**src/rtl/jts16_map_arb_if.sv**
```systemverilog
`default_nettype none
// +----------------------------------------------------------------------------+
// | Module      : jts16_map_arb_if                                             |
// | Description : Bundle of the two tile-map reader ports and the SDRAM        |
// |               bank-0 map channel served by jts16_map_arb.                  |
// | Revision    : 1.0  initial release                                         |
// +----------------------------------------------------------------------------+
interface jts16_map_arb_if #(
  parameter int AW = 14,
  parameter int DW = 16
);
  logic          flush;
  logic [AW-1:0] a_addr;
  logic          a_ok;
  logic [DW-1:0] a_data;
  logic [AW-1:0] b_addr;
  logic          b_ok;
  logic [DW-1:0] b_data;
  logic [AW-1:0] sdr_addr;
  logic          sdr_cs;
  logic          sdr_ok;
  logic [DW-1:0] sdr_data;

  // Arbiter side
  modport slave (
    input  flush, a_addr, b_addr, sdr_ok, sdr_data,
    output a_ok, a_data, b_ok, b_data, sdr_addr, sdr_cs
  );

  // Readers / SDRAM side
  modport master (
    output flush, a_addr, b_addr, sdr_ok, sdr_data,
    input  a_ok, a_data, b_ok, b_data, sdr_addr, sdr_cs
  );
endinterface
`default_nettype wire

```
**src/rtl/jts16_map_arb.sv**
```systemverilog
`default_nettype none
// +----------------------------------------------------------------------------+
// | Module      : jts16_map_arb                                                |
// | Description : Shares one SDRAM read slot between the FG (A) and BG (B)     |
// |               tile-map readers. Each reader owns a one-entry tagged cache; |
// |               misses are arbitrated and fetched through the cs/ok handshake.|
// | Options     : JTS16_MAP_ARB_RR_EN - round-robin on simultaneous misses     |
// |               (undefined: A always wins).                                  |
// | Revision    : 1.0  initial release                                         |
// +----------------------------------------------------------------------------+
module jts16_map_arb #(
  parameter int AW = 14,
  parameter int DW = 16
) (
  input  logic            clk,
  input  logic            rst,
  jts16_map_arb_if.slave  bus
);

  typedef enum logic [1:0] {
    ST_IDLE = 2'd0,
    ST_WAIT = 2'd1,
    ST_GAP  = 2'd2
  } state_t;

  state_t        r_state;
  state_t        w_state_nxt;
  logic          w_issue;
  logic          w_capture;

  logic          r_gnt;          // 0: reader A, 1: reader B
  logic [AW-1:0] r_sdr_addr;
  logic          r_sdr_cs;
  logic          r_flush_pend;

  logic          r_valid_a;
  logic          r_valid_b;
  logic [AW-1:0] r_tag_a;
  logic [AW-1:0] r_tag_b;
  logic [DW-1:0] r_data_a;
  logic [DW-1:0] r_data_b;

  logic          w_a_ok;
  logic          w_b_ok;
  logic          w_miss_a;
  logic          w_miss_b;
  logic          w_pick_b;

`ifdef JTS16_MAP_ARB_RR_EN
  logic          r_rr;           // reader favoured on the next contested grant
`endif

  // Hit check against the live address: a changed address drops ok at once
  always_comb begin
    w_a_ok   = r_valid_a && (r_tag_a == bus.a_addr);
    w_b_ok   = r_valid_b && (r_tag_b == bus.b_addr);
    w_miss_a = !w_a_ok;
    w_miss_b = !w_b_ok;
`ifdef JTS16_MAP_ARB_RR_EN
    w_pick_b = w_miss_b && (!w_miss_a || r_rr);
`else
    w_pick_b = w_miss_b && !w_miss_a;
`endif
  end

  assign bus.a_ok     = w_a_ok;
  assign bus.a_data   = r_data_a;
  assign bus.b_ok     = w_b_ok;
  assign bus.b_data   = r_data_b;
  assign bus.sdr_addr = r_sdr_addr;
  assign bus.sdr_cs   = r_sdr_cs;

  // State register
  always_ff @(posedge clk) begin
    if (rst) r_state <= ST_IDLE;
    else     r_state <= w_state_nxt;
  end

  // Next state: GAP keeps cs low for its one cycle and may launch the next
  // miss directly, so back-to-back fetches see exactly one low cycle on cs
  always_comb begin
    w_state_nxt = r_state;
    w_issue     = 1'b0;
    w_capture   = 1'b0;
    case (r_state)
      ST_IDLE, ST_GAP: begin
        if (w_miss_a || w_miss_b) begin
          w_issue     = 1'b1;
          w_state_nxt = ST_WAIT;
        end else begin
          w_state_nxt = ST_IDLE;
        end
      end
      ST_WAIT: begin
        if (bus.sdr_ok) begin
          w_capture   = 1'b1;
          w_state_nxt = ST_GAP;
        end
      end
      default: w_state_nxt = ST_IDLE;
    endcase
  end

  // Request launch, data capture and cache invalidation; flush is applied
  // last so it overrides a fill landing on the same edge
  always_ff @(posedge clk) begin
    if (rst) begin
      r_gnt        <= 1'b0;
      r_sdr_addr   <= '0;
      r_sdr_cs     <= 1'b0;
      r_flush_pend <= 1'b0;
      r_valid_a    <= 1'b0;
      r_valid_b    <= 1'b0;
      r_tag_a      <= '0;
      r_tag_b      <= '0;
      r_data_a     <= '0;
      r_data_b     <= '0;
`ifdef JTS16_MAP_ARB_RR_EN
      r_rr         <= 1'b0;
`endif
    end else begin
      if (w_issue) begin
        r_gnt      <= w_pick_b;
        r_sdr_addr <= w_pick_b ? bus.b_addr : bus.a_addr;
        r_sdr_cs   <= 1'b1;
`ifdef JTS16_MAP_ARB_RR_EN
        // Pointer only moves on a contested grant, handing the next tie over
        if (w_miss_a && w_miss_b) r_rr <= !w_pick_b;
`endif
      end

      // Data is tagged with the requested address, not the reader's current one
      if (w_capture) begin
        r_sdr_cs     <= 1'b0;
        r_flush_pend <= 1'b0;
        if (r_gnt) begin
          r_data_b  <= bus.sdr_data;
          r_tag_b   <= r_sdr_addr;
          r_valid_b <= !r_flush_pend;
        end else begin
          r_data_a  <= bus.sdr_data;
          r_tag_a   <= r_sdr_addr;
          r_valid_a <= !r_flush_pend;
        end
      end

      if (bus.flush) begin
        r_valid_a <= 1'b0;
        r_valid_b <= 1'b0;
        if (r_state == ST_WAIT && !w_capture) r_flush_pend <= 1'b1;
      end
    end
  end

endmodule
`default_nettype wire
```
**src/flat_wrapper.sv**
```systemverilog
// flat-port wrapper written by rule: the top's interface ports become plain ports
module jts16_map_arb_flat 
#(
  parameter int AW = 14,
  parameter int DW = 16
)
  (clk, rst, bus_flush, bus_a_addr, bus_b_addr, bus_sdr_ok, bus_sdr_data, bus_a_ok, bus_a_data, bus_b_ok, bus_b_data, bus_sdr_addr, bus_sdr_cs);
  jts16_map_arb_if #(.AW(AW), .DW(DW)) bus_i ();
  input  logic clk;
  input  logic rst;
  input wire logic [$bits(bus_i.flush)-1:0] bus_flush;
  input wire logic [$bits(bus_i.a_addr)-1:0] bus_a_addr;
  input wire logic [$bits(bus_i.b_addr)-1:0] bus_b_addr;
  input wire logic [$bits(bus_i.sdr_ok)-1:0] bus_sdr_ok;
  input wire logic [$bits(bus_i.sdr_data)-1:0] bus_sdr_data;
  output wire logic [$bits(bus_i.a_ok)-1:0] bus_a_ok;
  output wire logic [$bits(bus_i.a_data)-1:0] bus_a_data;
  output wire logic [$bits(bus_i.b_ok)-1:0] bus_b_ok;
  output wire logic [$bits(bus_i.b_data)-1:0] bus_b_data;
  output wire logic [$bits(bus_i.sdr_addr)-1:0] bus_sdr_addr;
  output wire logic [$bits(bus_i.sdr_cs)-1:0] bus_sdr_cs;
  assign bus_i.flush = bus_flush;
  assign bus_i.a_addr = bus_a_addr;
  assign bus_i.b_addr = bus_b_addr;
  assign bus_i.sdr_ok = bus_sdr_ok;
  assign bus_i.sdr_data = bus_sdr_data;
  assign bus_a_ok = bus_i.a_ok;
  assign bus_a_data = bus_i.a_data;
  assign bus_b_ok = bus_i.b_ok;
  assign bus_b_data = bus_i.b_data;
  assign bus_sdr_addr = bus_i.sdr_addr;
  assign bus_sdr_cs = bus_i.sdr_cs;
  jts16_map_arb #(.AW(AW), .DW(DW)) u_core (.clk(clk), .rst(rst), .bus(bus_i));
endmodule
```
**config.mk**
```make
export PLATFORM = sky130hd
export DESIGN_NAME = jts16_map_arb_flat
export DESIGN_NICKNAME = d
export VERILOG_FILES = /design/src/rtl/jts16_map_arb_if.sv /design/src/rtl/jts16_map_arb.sv /design/src/flat_wrapper.sv
export SDC_FILE = /design/constraint.sdc
export NUM_CORES = 1
export LEC_CHECK = 0
export BUFFER_PORTS_ARGS = -buffer_cell sky130_fd_sc_hd__buf_2
export CAP_MARGIN = 0
export CORE_ASPECT_RATIO = 0.7
export CORE_MARGIN = 2
export CORE_UTILIZATION = 30
export CTS_BUF_LIST = sky130_fd_sc_hd__clkbuf_2 sky130_fd_sc_hd__clkbuf_4 sky130_fd_sc_hd__clkbuf_8
export CTS_CLUSTER_DIAMETER = 120
export CTS_CLUSTER_SIZE = 24
export DETAILED_ROUTE_END_ITERATION = 7
export PLACE_DENSITY = 0.52
export REMOVE_ABC_BUFFERS = 1
export SYNTH_ARGS = -nofsm -noshare
export SYNTH_HDL_FRONTEND = slang
export SYNTH_SLANG_ARGS = --single-unit
export TNS_END_PERCENT = 5
```
**constraint.sdc**
```tcl
create_clock -name clk -period 2.2 [get_ports clk]
set_clock_uncertainty 0.05 [all_clocks]
set_input_delay 0.11 -clock clk [delete_from_list [all_inputs] [get_ports clk]]
set_output_delay 0.11 -clock clk [all_outputs]
set_load 0.02 [all_outputs]
```
==> qor.csv <==
stage;metric;value;unit
cts;cts.sinks;81;
detailed_routing;vias;3323;
cts;cts_tree;done;
setup_path;cp.arrival;1940;ps
cells_and_area;utilization;0.402;
status;status;finished, final reports clean;
detailed_routing;wl_per_cell;14.7;um
synth;synth_top_area_frac;0.476;
synth;synth-seq-area-share;0.476;
flow_run;cap_violations;0;
synth;synth_area;3410;um^2
sta;holdWs;22.1;ps
sta;fmax;477;MHz
floorplan;rows;32;
cells_and_area;layout.cells.non_filler;691;
grt;grt_max_degree;54;
floorplan;dieHeight;93.2;um
placed_design;dp_cells;656;
sta;tns;0;ps
sta;finalCritPeriodShare;0.954;
synth;synth.avg_cell_area;7.96;um^2
floorplan;dieArea;12200;um^2
placed_design;dp_hpwl;6710;um
grt;top_usage_layer;met2;
setup_path;critPathMaxFanout;16;
synth;yosys_warnings;0;
sta;hold_viol_final;0;
placed_design;gp_congestion;0.774;
detailed_routing;drt_pass1_iterations;4;
sta;worstMarginPinSlew;579;ps
power_and_ir_drop;ir_drop;0.345;mV
setup_path;path_class;flop to primary output;
setup_path;startpoint_type;flop;
detailed_routing;final_antenna_net_count;0;
sta;finalSetupViolations;0;
cells_and_area;n_antenna_cell;0;
setup_path;crit_family;simple AND/OR/NAND/NOR gates;
cells_and_area;drive_gt1_frac;0.240;
setup_path;max_stage_delay;580;ps
detailed_routing;drt_iter0_drc;239;
synth;yosysTopAreaCell;dfxtp_1;
synth;syn_inst;428;
grt;grt-ovfl-total;0;
grt;grt_pass1_wl;16400;um
cts;htree_levels;3;
grt;grtUsageMet1;0.229;
cts;clk_latency;350;ps
synth;synth_seq_cells;81;
cells_and_area;final_common_cell;nand2_1;
grt;grt_pass1_vias;3194;
sta;slew_headroom;0.614;
power_and_ir_drop;power;0.00314;W
detailed_routing;remaining_drc_errors;0;
power_and_ir_drop;p_leak;1.74;nW
setup_path;required;2040;ps
setup_path;crit_slowest_cell;or4_4;
cells_and_area;nFillCells;1191;
synth;ys_types;24;
cts;clockRootBuffer;clkbuf_8;
cts;cts_max_path_buffers;2;
grt;grt_antenna_before_repair;0;
cells_and_area;syn_to_final_growth;30.3;%
power_and_ir_drop;power_per_cell_area;708;nW/um^2
detailed_routing;wl;10100;um
sta;rsz0062_at_grt;false;
sta;slew_viol_final;0;
floorplan;initial_core_util;0.308;
setup_path;worstPathCellList;xnor2_1 > nand3_1 > or4_4 > clkinv_4 > buf_2;
worst_hold_path;min_path_type;primary input to flop;
cells_and_area;final_cell_mix;nand2_1, buf_2, dfxtp_1, a21oi_1, xnor2_1;
setup_path;cp_num_buf_inv;2;
setup_path;cp-end-kind;primary output;
grt;grt_use_met3;0.0434;
grt;track_usage;0.170;
grt;grt.met2_usage;0.268;
sta;min_period;2100;ps
floorplan;io_pins;97;
detailed_routing;viasPerCell;4.81;
placed_design;placement.io_buffers;96;
floorplan;core;11100;um^2
synth;synth.area.top_cells;dfxtp_1, nand2_1, a21oi_1;
floorplan;dieWidth;131;um
cts;clk_pin_slew;80;ps
cells_and_area;finish.net_count;581;
cts;cts_made_buffers;9;
registers in the layout (all words and copies together) (netlist names), named ones only:
| register | cells |
|---|---|
| u_core.r_tag_a | 14 |
| u_core.r_tag_b | 14 |
| u_core.r_state | 2 |
| u_core.bus.b_data | 16 |
| u_core.r_valid_a | 1 |
| u_core.r_valid_b | 1 |
| u_core.bus.sdr_addr | 14 |
| u_core.bus.sdr_cs | 1 |
| u_core.r_gnt | 1 |
| u_core.bus.a_data | 16 |
tightest hold or removal path, stage by stage:
cell	delay [ps]
buf_2	120
nand4_1	80
a31oi_1	70
metal layers:
layer | part of all wire | up-vias
met5 | 0 | -
met4 | 0.013 | 0
li1 | - | 1664
met2 | 0.44 | 106
met3 | 0.063 | 11
met1 | 0.48 | 1542
cell usage after synthesis, drive strengths merged:
cell type,number
or4,1
nand2,135
nand3,17
clkbuf,26
and2,1
nor2,5
a31oi,15
dfxtp,81
nor3,4
or3,1
and3b,1
a21oi,64
nand2b,1
a211oi,1
xnor2,28
nand4,20
nor4,1
a2bb2oi,14
clkinv,1
inv,3
a21o,1
buf,7
path summary, 6_finish.rpt:
check / start / end / slack (ps) / cells after the start
setup reg to reg: u_core.r_tag_b[13] / u_core.r_gnt / 360 / 6
setup / recovery: u_core.r_tag_b[13] / bus_b_ok / 100 / 5
hold reg to reg: u_core.bus.sdr_cs / u_core.bus.sdr_cs / 400 / 2
hold / removal: bus_b_addr[8] / u_core.bus.sdr_addr[8] / 20 / 3
cell families after synthesis:
| logic type | after synthesis | synth area share |
|---|---|---|
| AO/OA/AOI/OAI | 95 | 0.162 |
| buffers and inverters | 37 | 0.0510 |
| XOR/XNOR | 28 | 0.0720 |
| AND/OR/NAND/NOR | 187 | 0.239 |
| flip-flops | 81 | 0.476 |
area by class of cell:
class / count / area, um^2 / share of cell area
Sequential cell: 81 / 1620 / 0.365
Clock buffer: 11 / 139 / 0.0313
Multi-Input combinational cell: 310 / 1620 / 0.364
Clock inverter: 5 / 80.1 / 0.0180
Inverter: 4 / 20.0 / 0.00451
Tap cell: 153 / 191 / 0.0431
Timing Repair Buffer: 127 / 774 / 0.174
repair_timing:
action / 4_1_cts / 5_1_grt
pin swaps: 1 / 0
endpoints found under the hold margin: 35 / 0
hold buffers: 18 / 0
gates cloned: 0 / 0
gates resized for setup: 0 / 1
buffers inserted: 1 / 0
endpoints found under the setup margin: 1 / 1
stage by stage:
step           area, um^2  setup WS, ps
6_report             4440           102
5_1_grt              4440          8.63
4_1_cts              4440          57.0
3_5_place_dp         4030           269
3_3_place_gp         4030           292
2_1_floorplan        3250          -265
report_power, final:
group	switching, W	leakage [nW]	internal (W)	total, W
logic	0.000226	0.973	0.000157	0.000383
registers	0.0000401	0.658	0.00151	0.00155
clock network	0.000543	0.106	0.000663	0.00121
total	0.000809	1.74	0.00233	0.00314
Power figures use the tool's default switching activity.
